--- config.mk ---
export PLATFORM = sky130hd
export DESIGN_NAME = div_flat
export DESIGN_NICKNAME = d
export VERILOG_FILES = /design/src/rtl/div_if.sv /design/src/rtl/div.sv /design/src/flat_wrapper.sv
export SDC_FILE = /design/constraint.sdc
export NUM_CORES = 1
export LEC_CHECK = 0
export CAP_MARGIN = 20
export CORE_MARGIN = 2
export CORE_UTILIZATION = 38
export CTS_CLUSTER_SIZE = 8
export DETAILED_ROUTE_END_ITERATION = 10
export DONT_BUFFER_PORTS = 1
export GPL_ROUTABILITY_DRIVEN = 0
export PLACE_DENSITY = 0.53
export SLEW_MARGIN = 20
export SYNTH_ARGS = -nofsm -noshare
export SYNTH_HDL_FRONTEND = slang
export SYNTH_SLANG_ARGS = --single-unit
--- constraint.sdc ---
create_clock -name clk -period 9.6 [get_ports clk]
set_input_delay 0.96 -clock clk [delete_from_list [all_inputs] [get_ports clk]]
set_output_delay 0.96 -clock clk [all_outputs]
set_load 0.01 [all_outputs]
--- src/rtl/div_if.sv ---
// Divider handshake bundle between the EX stage and the divider.
// master: EX stage side, slave: divider side.
interface div_if;
    logic        signed_div_i;
    logic [31:0] opdata1_i;
    logic [31:0] opdata2_i;
    logic        start_i;
    logic        annul_i;
    logic [63:0] result_o;
    logic        ready_o;
    logic        stallreq_o;

    modport master (
        output signed_div_i, opdata1_i, opdata2_i, start_i, annul_i,
        input  result_o, ready_o, stallreq_o
    );

    modport slave (
        input  signed_div_i, opdata1_i, opdata2_i, start_i, annul_i,
        output result_o, ready_o, stallreq_o
    );
endinterface

--- src/rtl/div.sv ---
// Multi-cycle restoring divider, 32-bit operands, {rem, quo} result.
// Define DIV_SIGNED_EN to honour signed_div_i; otherwise always unsigned.
module div (
    input  logic  clk,
    input  logic  rst,
    div_if.slave  bus
);
    localparam logic [1:0] DIV_FREE    = 2'b00;
    localparam logic [1:0] DIV_BY_ZERO = 2'b01;
    localparam logic [1:0] DIV_ON      = 2'b10;
    localparam logic [1:0] DIV_END     = 2'b11;

    logic [1:0]  state;
    logic [5:0]  cnt;
    logic [64:0] work;
    logic [31:0] divisor;
    logic [63:0] result;
    logic        ready;

    logic [31:0] mag1;
    logic [31:0] mag2;
    logic [31:0] quo_fix;
    logic [31:0] rem_fix;

    logic [64:0] shifted;
    logic [32:0] diff;
    logic [64:0] step;

    logic        accept;

`ifdef DIV_SIGNED_EN
    logic        q_neg;
    logic        r_neg;
    logic        neg1;
    logic        neg2;

    assign neg1 = bus.signed_div_i & bus.opdata1_i[31];
    assign neg2 = bus.signed_div_i & bus.opdata2_i[31];
    assign mag1 = neg1 ? (~bus.opdata1_i + 32'd1) : bus.opdata1_i;
    assign mag2 = neg2 ? (~bus.opdata2_i + 32'd1) : bus.opdata2_i;
    assign quo_fix = q_neg ? (~work[31:0] + 32'd1) : work[31:0];
    assign rem_fix = r_neg ? (~work[63:32] + 32'd1) : work[63:32];

    // Capture the result signs at operand latch time.
    always_ff @(posedge clk or posedge rst) begin
        if (rst) begin
            q_neg <= 1'b0;
            r_neg <= 1'b0;
        end else if (state == DIV_FREE && accept) begin
            q_neg <= neg1 ^ neg2;
            r_neg <= neg1;
        end
    end
`else
    assign mag1    = bus.opdata1_i;
    assign mag2    = bus.opdata2_i;
    assign quo_fix = work[31:0];
    assign rem_fix = work[63:32];
`endif

    assign accept = bus.start_i & ~bus.annul_i;

    // Partial remainder never reaches the divisor, so bit 64 stays 0.
    assign shifted = work << 1;
    assign diff    = shifted[64:32] - {1'b0, divisor};
    assign step    = diff[32] ? shifted
                              : {diff, shifted[31:1], 1'b1};

    assign bus.result_o   = result;
    assign bus.ready_o    = ready;
    assign bus.stallreq_o = bus.start_i & ~bus.annul_i & ~ready;

    // Divider FSM: latch operands, iterate 32 steps, publish result.
    always_ff @(posedge clk or posedge rst) begin
        if (rst) begin
            state   <= DIV_FREE;
            cnt     <= 6'd0;
            work    <= 65'd0;
            divisor <= 32'd0;
            result  <= 64'd0;
            ready   <= 1'b0;
        end else begin
            case (state)
                DIV_FREE: begin
                    ready  <= 1'b0;
                    result <= 64'd0;
                    if (accept) begin
                        cnt     <= 6'd0;
                        work    <= {33'd0, mag1};
                        divisor <= mag2;
                        if (bus.opdata2_i == 32'd0)
                            state <= DIV_BY_ZERO;
                        else
                            state <= DIV_ON;
                    end
                end
                DIV_BY_ZERO: begin
                    if (accept) begin
                        result <= 64'd0;
                        ready  <= 1'b1;
                        state  <= DIV_END;
                    end else begin
                        state <= DIV_FREE;
                    end
                end
                DIV_ON: begin
                    if (!accept) begin
                        state <= DIV_FREE;
                        cnt   <= 6'd0;
                    end else if (cnt == 6'd32) begin
                        result <= {rem_fix, quo_fix};
                        ready  <= 1'b1;
                        state  <= DIV_END;
                        cnt    <= 6'd0;
                    end else begin
                        work <= step;
                        cnt  <= cnt + 6'd1;
                    end
                end
                default: begin
                    if (!bus.start_i) begin
                        state  <= DIV_FREE;
                        ready  <= 1'b0;
                        result <= 64'd0;
                    end
                end
            endcase
        end
    end
endmodule

--- src/flat_wrapper.sv ---
// flat-port wrapper written by rule: the top's interface ports become plain ports
module div_flat 
  (clk, rst, bus_signed_div_i, bus_opdata1_i, bus_opdata2_i, bus_start_i, bus_annul_i, bus_result_o, bus_ready_o, bus_stallreq_o);
  div_if bus_i ();
  input  logic clk;
  input  logic rst;
  input wire logic [$bits(bus_i.signed_div_i)-1:0] bus_signed_div_i;
  input wire logic [$bits(bus_i.opdata1_i)-1:0] bus_opdata1_i;
  input wire logic [$bits(bus_i.opdata2_i)-1:0] bus_opdata2_i;
  input wire logic [$bits(bus_i.start_i)-1:0] bus_start_i;
  input wire logic [$bits(bus_i.annul_i)-1:0] bus_annul_i;
  output wire logic [$bits(bus_i.result_o)-1:0] bus_result_o;
  output wire logic [$bits(bus_i.ready_o)-1:0] bus_ready_o;
  output wire logic [$bits(bus_i.stallreq_o)-1:0] bus_stallreq_o;
  assign bus_i.signed_div_i = bus_signed_div_i;
  assign bus_i.opdata1_i = bus_opdata1_i;
  assign bus_i.opdata2_i = bus_opdata2_i;
  assign bus_i.start_i = bus_start_i;
  assign bus_i.annul_i = bus_annul_i;
  assign bus_result_o = bus_i.result_o;
  assign bus_ready_o = bus_i.ready_o;
  assign bus_stallreq_o = bus_i.stallreq_o;
  div u_core (.clk(clk), .rst(rst), .bus(bus_i));
endmodule
# == Word level (Yosys, flattened, before mapping) ==
# Index checks and enable logic that the tools add are counted.
# word_totals
regBits,169
output_inout_bits,66
inputBits,69
# op_classes
reduce_logical,8
mux,26
bitwise,4
addsub,2
n_eq_ne,10
# ops
operator,count
two-way mux 64 bit,8
one-hot mux 64 bit (3 select lines),1
one-hot mux 64 bit (2 select lines),1
subtractor 33 x 32 -> 33 bit,1
logical NOT 32 bit,1
two-way mux 6 bit,3
two-way mux 2 bit,6
one-hot mux 6 bit (2 select lines),1
!= test 2 x 1 -> 1 bit (second input constant),4
AND reduction 4 bit,2
adder 6 x 1 -> 6 bit (second input constant),1
equality test 6 bit (second input constant),1
one-hot mux 2 bit (3 select lines),1
two-way mux 1 bit,4
!= test 4 x 1 -> 1 bit (second input constant),1
AND reduction 2 bit,2
!= test 3 bit (second input constant),1
one-hot mux 1 bit (3 select lines),1
AND reduction 3 bit,1
AND 1 bit,2
equality test 2 x 1 -> 1 bit (second input constant),1
equality test 2 bit (second input constant),1
logical NOT 2 bit,1
!= test 2 bit (second input constant),1
other kinds (2),3

# == Depth between registers and ports, before layout ==
# Gate-level depths: netlist (run 1).
# depth
depth_word,5
ltp_mapped,13
ltp_nobuf,12

# == Least setup slack after synthesis (run 1) ==
# No wires, ideal clock.
# synth_timing
kind,flip-flop to flip-flop
from,register u_core.work[31]
to,register u_core.work[62]
n_path_buf,0
arrival_time_ns,2.580
setup_time_ns,0.124
period_less_slack_ns,2.704
setup_slack_ns,6.896
path_stages_with_launch,13
cell_sequence,dfrtp_1 -> inv_1 -> ha_1 -> fa_1 -> nand2b_1 -> a21oi_1 -> o21ai_0 -> nor2_1 -> a21oi_2 -> o21ai_0 -> mux2i_1 -> a211oi_2 -> a211o_1
# synth_between
elab_chain_len,5
# synth_lines
item,line_no,rtl
"start, declared",div.sv:15,logic [64:0] work;
"start signal, assigned",div.sv:89,"work <= {33'd0, mag1};"
"start signal, assigned",div.sv:116,work <= step;
subtractor 33 x 32 -> 33 bit,div.sv:65,"assign diff = shifted[64:32] - {1'b0, divisor};"
two-way mux 64 bit,div.sv:66,assign step = diff[32] ? shifted
two-way mux 64 bit,div.sv:110,end else if (cnt == 6'd32) begin
two-way mux 64 bit,div.sv:107,if (!accept) begin
one-hot mux 64 bit (2 select lines),div.sv:83,case (state)
# Every way passes these cells. The select of a mux whose other input is x is not followed.
# A chain may end at the register's enable or synchronous reset.

# == Worst setup path in the final report (run 1) ==
# layout_timing
from,register u_core.work[31]
to,register u_core.work[61]
# Same word-level chain as after synthesis.

==> results.toml, run 1 <==
[outcome]
outcome = "completed"

[worst_setup_path]
arrival_ns = 4.02
crit_path_end_kind = "flip-flop"
critPathMaxFanout = 21
crit_type = "flip-flop to flip-flop"
rr_worst_depth = 12
r2r_end = "u_core.work[61]"
required_ns = 9.95
crit_end = "u_core.work[61]"
worst-r2r-setup-slack_ns = 5.93
regToRegStartpoint = "u_core.work[31]"
startpoint_type = "flip-flop"
crit_start = "u_core.work[31]"

[global_routing]
grt-ovfl-total = 0
grt_pass1_vias = 6723
grt_max_degree = 115
grt_pass1_wl_um = 36230
antenna_found_initial = 0
grt_use_total_pct = 18.28

[clocking]
cts_root_buffer = "clkbuf_16"
cts_setup_buffers = 0
ctsResizeCount = 0
cts.sinks = 169
h-tree-depth = 4
clkTransAtPathRegs_ns = 0.07
cts_buffer_depth = 2
cts_tree = "done"
holdBufCountCts = 0
numCtsBuffers = 17
clk_latency_ns = 0.43

[synthesis]
yosysSeqAreaShare_pct = 46.54
synth_seq_cells = 169
yosysWarnings = 0
syn_inst = 989
syn_nets = 1097
ys.flop_type = "dfrtp_1"
syn-cell-area_um2 = 9087
synth-edff-count = 0
async_flop_share_pct = 100.0
synth.avg_cell_area_um2 = 9.189
yosysUniqueCellTypes = 65

[pwr]
p_sw_mw = 1.674
p_comb_share_pct = 46.9
seq_power_share_pct = 33.8
powerDensity_nw_per_um2 = 379.0
p_leak_nw = 4.359
ir_worst_vdd_mv = 0.1660
swShare_pct = 44.42
power.internal_mw = 2.094
p_clk_share_pct = 19.3

[final_layout]
n_antenna_cell = 0
final_core_util_pct = 42.36
layout-drive-gt1-share_pct = 9.897
syn_to_final_growth_pct = 9.418
num-fill-cells = 2351
layout.nets = 1066

[floorplan]
design.die.area_um2 = 25170
die_h_um = 158.6
io_pins = 135
die_w_um = 158.6
num_rows = 56
core_area_um2 = 23470
initial_core_util_pct = 38.72

[timing]
min_period_over_period_pct = 38.25
max_freq_ghz = 0.2723
tightestPinTransition_ns = 0.9825
finalSetupViolCount = 0
hold_viol_final = 0
rsz0062_at_grt = "false"
drv_slew = 0
final.setup.worst_slack_ns = 5.928
skew_ns = 0.01467
min_period_ns = 3.672
slew-limit-headroom_pct = 34.50
setup_tns_ns = 0

[place]
dp_slack_ns = 5.905
dpl.hpwl_um = 15580
io_buffers = 0

[routing]
vias = 6844
drc_errors = 0
wire_per_inst_um = 17.14
dr.pass1.iters = 4
detail_route.iter0.violations = 566
viasPerCell = 5.310
highest_layer = "met4"
ant_nets = 0
met3_length_um = 1614
routed_wl_um = 22090
m1WireLength_um = 11010
met2WireLength_um = 9253

[min_path]
hp-class = "input pin to asynchronous set/reset pin"

[job]
maxCapViolations = 0
-- final cells by class --
type                       count  area, um^2  share of cell area [%]
clock inverter                13       177.7                   1.787
sequential                   169        4229                   42.53
clock buffer                  18       429.2                   4.316
inverter                      41       158.9                   1.598
tap                          319       399.1                   4.014
multi-input combinational    720        4482                   45.07
timing repair buffer           9       67.56                  0.6795
-- routing by layer --
metal  up-vias  global-route usage, %
li1       3403                      -
met1      3258                  26.31
met2       169                  27.19
met3        14                  4.954
met4         0                  4.590
met5         -                      0
-- power by group through the flow --
stage | sequential (mW) | clock (mW) | combinational (mW)
after floorplan | 1.19 | 0 | 1.48
after global placement | 1.28 | 0 | 1.76
after detailed placement | 1.29 | 0 | 1.77
after CTS | 1.27 | 0.744 | 1.78
after global routing | 1.32 | 0.778 | 2.02
final | 1.27 | 0.728 | 1.77
-- cell families after synthesis --
logic type               synth area share (%)
flip-flops                              46.54
buffers and inverters                   4.640
adder cells (fa/ha/maj)                 5.452
AO/OA/AOI/OAI                           17.94
multiplexers                            4.186
XOR/XNOR                                3.153
AND/OR/NAND/NOR                         18.09
-- stage by stage --
stage	instances	hold WS, ns	cell area, um^2	total power [mW]
after CTS	1289	0.4394	9941	3.795
final	1289	0.4149	9943	3.768
after global routing	1289	0.4461	9943	4.116
after global placement	1258	0.4724	9334	3.036
after detailed placement	1258	0.4831	9334	3.054
after floorplan	989	0.4509	9087	2.669
-- critical path, cell delays in order (launching register included) --
cell	delay [ns]
dfrtp_1	0.38
inv_1	0.08
ha_1	0.21
fa_1	0.40
nand2b_1	0.19
a21oi_1	0.21
o21ai_0	0.20
nor2_1	0.24
a21oi_2	0.14
o21ai_4	0.27
xor2_2	0.77
nand2_1	0.30
o21ai_1	0.20
-- worst min path at each step --
| stage | end | slack (ns) |
|---|---|---|
| floorplan | u_core.cnt[5] | 0.45 |
| finish | u_core.bus.result_o[27] | 0.41 |
| detailed placement | u_core.work[0] | 0.48 |
| CTS | u_core.work[28] | 0.44 |
| global route | u_core.bus.result_o[27] | 0.45 |
| global placement | u_core.work[0] | 0.47 |
-- cells in the final DEF, fill, tap and decap left out, types with 17 or more instances in the layout --
| cell | instances |
|---|---|
| mux2_2 | 32 |
| ha_1 | 37 |
| nand2b_1 | 38 |
| o21ai_0 | 86 |
| nand3_1 | 30 |
| nor2_1 | 65 |
| clkbuf_16 | 17 |
| a21oi_1 | 32 |
| dfrtp_1 | 169 |
| inv_1 | 40 |
| nand2_1 | 189 |
| a31oi_1 | 35 |
-- registers in the layout (all words and copies together) (netlist names) --
signal,count
u_core.bus.ready_o,1
u_core.bus.result_o,64
u_core.cnt,6
u_core.divisor,32
u_core.state,2
u_core.work,64
-- cell usage after synthesis (2+ instances only) --
| library cell | count | area share [%] |
|---|---|---|
| a32o_1 | 3 | 0.33 |
| o311ai_1 | 11 | 1.1 |
| o21a_1 | 2 | 0.17 |
| nor4b_1 | 2 | 0.19 |
| inv_1 | 41 | 1.7 |
| a211oi_2 | 2 | 0.28 |
| buf_6 | 4 | 0.50 |
| o21ai_0 | 87 | 4.8 |
| o31ai_1 | 5 | 0.41 |
| a21o_1 | 16 | 1.3 |
| a32oi_1 | 7 | 0.67 |
| a31oi_1 | 35 | 2.4 |
| nand3_1 | 30 | 1.7 |
| o41ai_1 | 2 | 0.19 |
| buf_2 | 6 | 0.33 |
| o211ai_1 | 2 | 0.17 |
| a211oi_1 | 2 | 0.17 |
| nor3_1 | 5 | 0.28 |
| o311ai_0 | 6 | 0.58 |
| xnor2_1 | 16 | 1.5 |
| nor2b_1 | 10 | 0.69 |
| dfrtp_1 | 169 | 47 |
| o21ai_1 | 8 | 0.44 |
| nand2_1 | 190 | 7.8 |
| nand2b_1 | 38 | 2.6 |
| ha_1 | 38 | 5.2 |
| nor4_1 | 10 | 0.69 |
| mux2_2 | 32 | 4.0 |
| and3_1 | 4 | 0.28 |
| a22oi_1 | 2 | 0.17 |
| nand4_1 | 8 | 0.55 |
| buf_1 | 4 | 0.17 |
| o311ai_2 | 5 | 0.89 |
| a211o_1 | 4 | 0.39 |
| a21oi_1 | 32 | 1.8 |
| buf_4 | 2 | 0.17 |
| xor2_1 | 13 | 1.3 |
| nor2_1 | 65 | 2.7 |
| clkbuf_1 | 42 | 1.7 |
| mux2i_1 | 2 | 0.22 |
| a31o_2 | 3 | 0.29 |
Power figures use the tool's default switching activity.
==> run 2, diff against run 1 <==
--- a/config.mk
+++ b/config.mk
@@ -12,7 +12,7 @@
 export DETAILED_ROUTE_END_ITERATION = 10
 export DONT_BUFFER_PORTS = 1
 export GPL_ROUTABILITY_DRIVEN = 0
-export PLACE_DENSITY = 0.53
+export PLACE_DENSITY = 0.55
 export SLEW_MARGIN = 20
 export SYNTH_ARGS = -nofsm -noshare
 export SYNTH_HDL_FRONTEND = slang
==> constraint.sdc (replaced) <==
create_clock -name clk -period 3.3 [get_ports clk]
set_input_delay 0.33 -clock clk [delete_from_list [all_inputs] [get_ports clk]]
set_output_delay 0.33 -clock clk [all_outputs]
set_load 0.01 [all_outputs]
==> run 2 against run 1 <==
  * Worst setup slack worse by 5.7 ns
  * Maximum frequency is 18% higher
  * Hold slack worse by 0.36 ns
  * Critical endpoint is now u_core.work[62]
  * Design area is 1.8% higher
  * Critical path depth stayed put
  * Largest cell class unchanged
==> results.toml, run 2 (synthesis gave the netlist of run 1 again) <==
[outcome]
outcome = "completed"

[pwr]
p_comb_share_pct = 48.8
powerDensity_nw_per_um2 = 1109
power.internal_mw = 6.296
swShare_pct = 43.89
seq_power_share_pct = 33.0
p_sw_mw = 4.926
ir_worst_vdd_mv = 0.3790
total_power_mw = 11.22
p_clk_share_pct = 18.2
p_leak_nw = 4.426

[routing]
ant_nets = 0
detail_route.iter0.violations = 599
wire_per_inst_um = 17.15
vias = 6887
drc_errors = 0
dr.pass1.iters = 5
routed_wl_um = 22280
viasPerCell = 5.302

[worst_setup_path]
crit_type = "flip-flop to flip-flop"
required_ns = 3.60
arrival_ns = 3.42
worst-r2r-setup-slack_ns = 0.18
rr_worst_depth = 12
startpoint_type = "flip-flop"
r2r_end = "u_core.work[62]"
crit_path_end_kind = "flip-flop"
critPathMaxFanout = 3
regToRegStartpoint = "u_core.work[31]"

[timing]
max_freq_ghz = 0.3205
tightestPinTransition_ns = 0.8020
setup_tns_ns = 0
slew-limit-headroom_pct = 46.04
finalSetupViolCount = 0
skew_ns = 0.008469
whs_ns = 0.05363
hold_viol_final = 0
min_period_ns = 3.120
final.setup.worst_slack_ns = 0.1802
drv_slew = 0
min_period_over_period_pct = 94.54

[floorplan]
io_pins = 135
num_rows = 56
initial_core_util_pct = 38.72
design.die.area_um2 = 25170
die_w_um = 158.6
core_area_um2 = 23470
die_h_um = 158.6

[clocking]
cts_tree = "done"
numCtsBuffers = 17
cts_root_buffer = "clkbuf_16"
cts_buffer_depth = 2
cts.sinks = 169
clkTransAtPathRegs_ns = 0.07
h-tree-depth = 4
clk_latency_ns = 0.42

[min_path]
hold_depth = 1
hp-start = "bus_opdata2_i[7]"
hp-class = "input pin to flip-flop"
hold_end = "u_core.divisor[7]"

[global_routing]
grt_use_total_pct = 17.99
gr-usage-met1_pct = 25.68
grt_pass1_vias = 6530
grtUsageMet3_pct = 5.825
antenna_found_initial = 1
use_met2_pct = 25.93
top_usage_layer = "met2"
grt_pass1_wl_um = 35380
grt-ovfl-total = 0
grt_max_degree = 65

[final_layout]
final_common_cell = "nand2_1"
layout.nets = 1077
num-fill-cells = 2353
multiInputGateArea_um2 = 4526
n_antenna_cell = 0
layout_common_cells = "nand2_1, dfrtp_1, o21ai_0"
design_area_um2 = 10120
final-seq-area_um2 = 4229
syn_to_final_growth_pct = 11.40
final_core_util_pct = 43.13
layout-drive-gt1-share_pct = 10.82
layoutNonFillerInstCount = 1299

[place]
dp_slack_ns = 0.09752
dp_cells = 1266
io_buffers = 0
dpl.hpwl_um = 16210
placed_cell_area_um2 = 9455

[job]
maxCapViolations = 0
==> run 2: how the worst max path moves through the flow <==
stage,from,end,slack [ns],cells after the start
after floorplan,u_core.work[31],u_core.work[62],0.60,12
after global placement,u_core.work[31],u_core.work[62],0.12,12
after detailed placement,u_core.work[31],u_core.work[38],0.1,12
after CTS,u_core.work[31],u_core.work[44],0.07,12
after global routing,u_core.work[31],u_core.work[52],-0.01,14
final,u_core.work[31],u_core.work[62],0.18,12
==> run 2: power groups by stage <==
| stage | logic [mW] | clock network (mW) | registers, mW |
|---|---|---|---|
| finish | 5.47 | 2.04 | 3.71 |
| global route | 6.16 | 2.18 | 3.84 |
| CTS | 5.38 | 2.09 | 3.70 |
| detailed placement | 5.35 | 0 | 3.74 |
| global placement | 5.30 | 0 | 3.70 |
| floorplan | 4.30 | 0 | 3.46 |
==> run 2: worst max-delay path: stages, from the launching register on <==
cell and delay [ns]:
dfrtp_1 0.37, inv_1 0.07, ha_1 0.20, fa_1 0.40, nand2b_1 0.19, a21oi_2 0.19
o21ai_0 0.17, nor2_1 0.22, a21oi_2 0.15, o21ai_0 0.36, mux2i_1 0.30, a211oi_2 0.10
a211o_1 0.28
==> run 2: layer usage <==
layer | vias up | part of all wire [%]
met5 | - | 0.058
met4 | 2 | 1.3
met3 | 18 | 8.1
met2 | 177 | 42
met1 | 3278 | 49
li1 | 3412 | -
==> run 2: final cells by class <==
class | count | area share (%)
inverters | 41 | 1.557
multi-input cells | 721 | 44.70
repair buffers | 19 | 2.175
clock inverters | 10 | 1.434
flip-flops and latches | 169 | 41.77
well taps | 319 | 3.943
clock buffers | 20 | 4.412
==> run 2: timing repair <==
item	4_1_cts	5_1_grt
hold buffers	1	0
hold endpoints to repair	31	0
resized for setup	0	4
buffers inserted	0	1
setup endpoints to repair	0	23
==> run 3, diff against run 2 <==
--- a/config.mk
+++ b/config.mk
@@ -13,6 +13,7 @@
 export DONT_BUFFER_PORTS = 1
 export GPL_ROUTABILITY_DRIVEN = 0
 export PLACE_DENSITY = 0.55
+export RECOVER_POWER = 25
 export SLEW_MARGIN = 20
 export SYNTH_ARGS = -nofsm -noshare
 export SYNTH_HDL_FRONTEND = slang
==> run 3 against run 2 <==
  * The run now ends with max-capacitance violations, max-slew violations left
  * Via count decreased by 0.17%
  * Utilization decreased by 0.075 points
  * Design area decreased by 0.17%
  * Worst setup slack improved by 0.00093 ns
  * Combinational power about the same
  * Register-to-register slack about the same
  * Die area unchanged
  * Largest power group unchanged
  * Clock power about the same
  * Critical endpoint unchanged
  * Total power about the same
  * Clock-buffer cell count unchanged
==> results.toml, run 3 (synthesis gave the netlist of run 1 again) <==
[outcome]
outcome = "complete, but fails checks"
violations = "max-capacitance violations, max-slew violations"

[min_path]
hp-class = "input pin to flip-flop"

[timing]
skew_ns = 0.008934
drv_slew = 34
tightestPinTransition_ns = 1.552
hold_viol_final = 0
min_period_over_period_pct = 94.51
finalSetupViolCount = 0
min_period_ns = 3.119
slew-limit-headroom_pct = -4.034
setup_tns_ns = 0
max_freq_ghz = 0.3206

[final_layout]
n_antenna_cell = 0
syn_to_final_growth_pct = 11.21
layout-drive-gt1-share_pct = 10.82
final_core_util_pct = 43.05
final_common_cell = "nand2_1"
layout_common_cells = "nand2_1, dfrtp_1, o21ai_0"
layoutNonFillerInstCount = 1299
layout.nets = 1077

[routing]
wire_per_inst_um = 17.17
m1WireLength_um = 10780
viasPerCell = 5.293
ant_nets = 0
dr.pass1.iters = 5
drc_errors = 0
met3_length_um = 1828
routed_wl_um = 22310
detail_route.iter0.violations = 657
met2WireLength_um = 9403
vias = 6875
highest_layer = "met5"

[clocking]
h-tree-depth = 4
cts.sinks = 169
numCtsBuffers = 17
cts_root_buffer = "clkbuf_16"
clkTransAtPathRegs_ns = 0.07
cts_buffer_depth = 2
clk_latency_ns = 0.42
cts_tree = "done"

[floorplan]
io_pins = 135
core_area_um2 = 23470
num_rows = 56
die_h_um = 158.6
die_w_um = 158.6
design.die.area_um2 = 25170
initial_core_util_pct = 38.72

[worst_setup_path]
critPathMaxFanout = 3
required_ns = 3.60
cp_cell_sequence = "inv_1 > ha_1 > fa_1 > nand2b_1 > a21oi_2 > o21ai_0 > nor2_1 > a21oi_2 > o21ai_0 > mux2i_1 > a211oi_2 > a211o_1"
crit_path_end_kind = "flip-flop"
slowest_stage = "fa_1"
startpoint_type = "flip-flop"
arrival_ns = 3.42
crit_type = "flip-flop to flip-flop"
slowest_delay_ns = 0.40

[pwr]
ir_worst_vdd_mv = 0.3796
p_leak_nw = 4.421
powerDensity_nw_per_um2 = 1110

[place]
dpl.hpwl_um = 16210
dp_cells = 1266
io_buffers = 0

[global_routing]
grt_max_degree = 65
grt_use_total_pct = 17.99
grt_pass1_wl_um = 35380
antenna_found_initial = 1
grt_pass1_vias = 6530
grt-ovfl-total = 0

[job]
maxCapViolations = 1
-- run 3: final timing paths --
| path | from | end | slack (ns) | cells after the start |
|---|---|---|---|---|
| hold reg to reg | u_core.work[0] | u_core.work[0] | 0.50 | 2 |
| max in group asynchronous | rst | u_core.divisor[31] | 0.76 | 3 |
| hold / removal | bus_opdata2_i[7] | u_core.divisor[7] | 0.05 | 1 |
| setup / recovery | u_core.work[31] | u_core.work[62] | 0.18 | 12 |
| min in group asynchronous | rst | u_core.bus.result_o[27] | 0.72 | 2 |
| setup reg to reg | u_core.work[31] | u_core.work[62] | 0.18 | 12 |
-- run 3: what timing repair did --
action | in CTS | in global routing
endpoints found under the setup margin | 0 | 23
hold buffers | 1 | 0
hold endpoints to repair | 31 | 0
buffers inserted | 0 | 1
resized for setup | 0 | 4
-- run 3: final cells by class --
class                   instances  area, um^2
well taps                     319       399.1
flip-flops and latches        169        4229
inverters                      41       155.1
repair buffers                 19       205.2
clock buffers                  20       446.7
multi-input cells             721        4526
clock inverters                10       145.1
fillers                      2355       13370
-- run 3: report_power, final --
part           switching [mW]  internal, mW
sequential              0.803          2.91
combinational            3.29          2.18
clock                   0.831          1.21
-- run 3: metal layers --
layer	vias up	track usage (%)
li1	3415	-
met2	168	25.93
met3	14	5.825
met4	2	5.320
met1	3276	25.68
met5	-	0
-- run 3: per-stage QoR --
step | setup slack [ns] | hold WS (ns) | instance area, um^2 | power, mW
2_1_floorplan | 0.5959 | 0.4509 | 9091 | 7.765
3_3_place_gp | 0.1226 | 0.3758 | 9455 | 9.008
3_5_place_dp | 0.09752 | 0.3712 | 9455 | 9.092
4_1_cts | 0.06573 | 0.03766 | 10060 | 11.17
5_1_grt | -0.01009 | 0.03474 | 10110 | 12.17
6_report | 0.1812 | 0.05383 | 10110 | 11.21
-- run 3: critical path: cells and delay by family, from the launching register on --
kind                       cells  cell delay [ns]
AOI/OAI and AO/OA              6             1.25
adders and majority gates      2             0.61
and+or+nand+nor                2             0.41
DFF                            1             0.37
muxes                          1             0.30
buffers and inverters          1             0.07
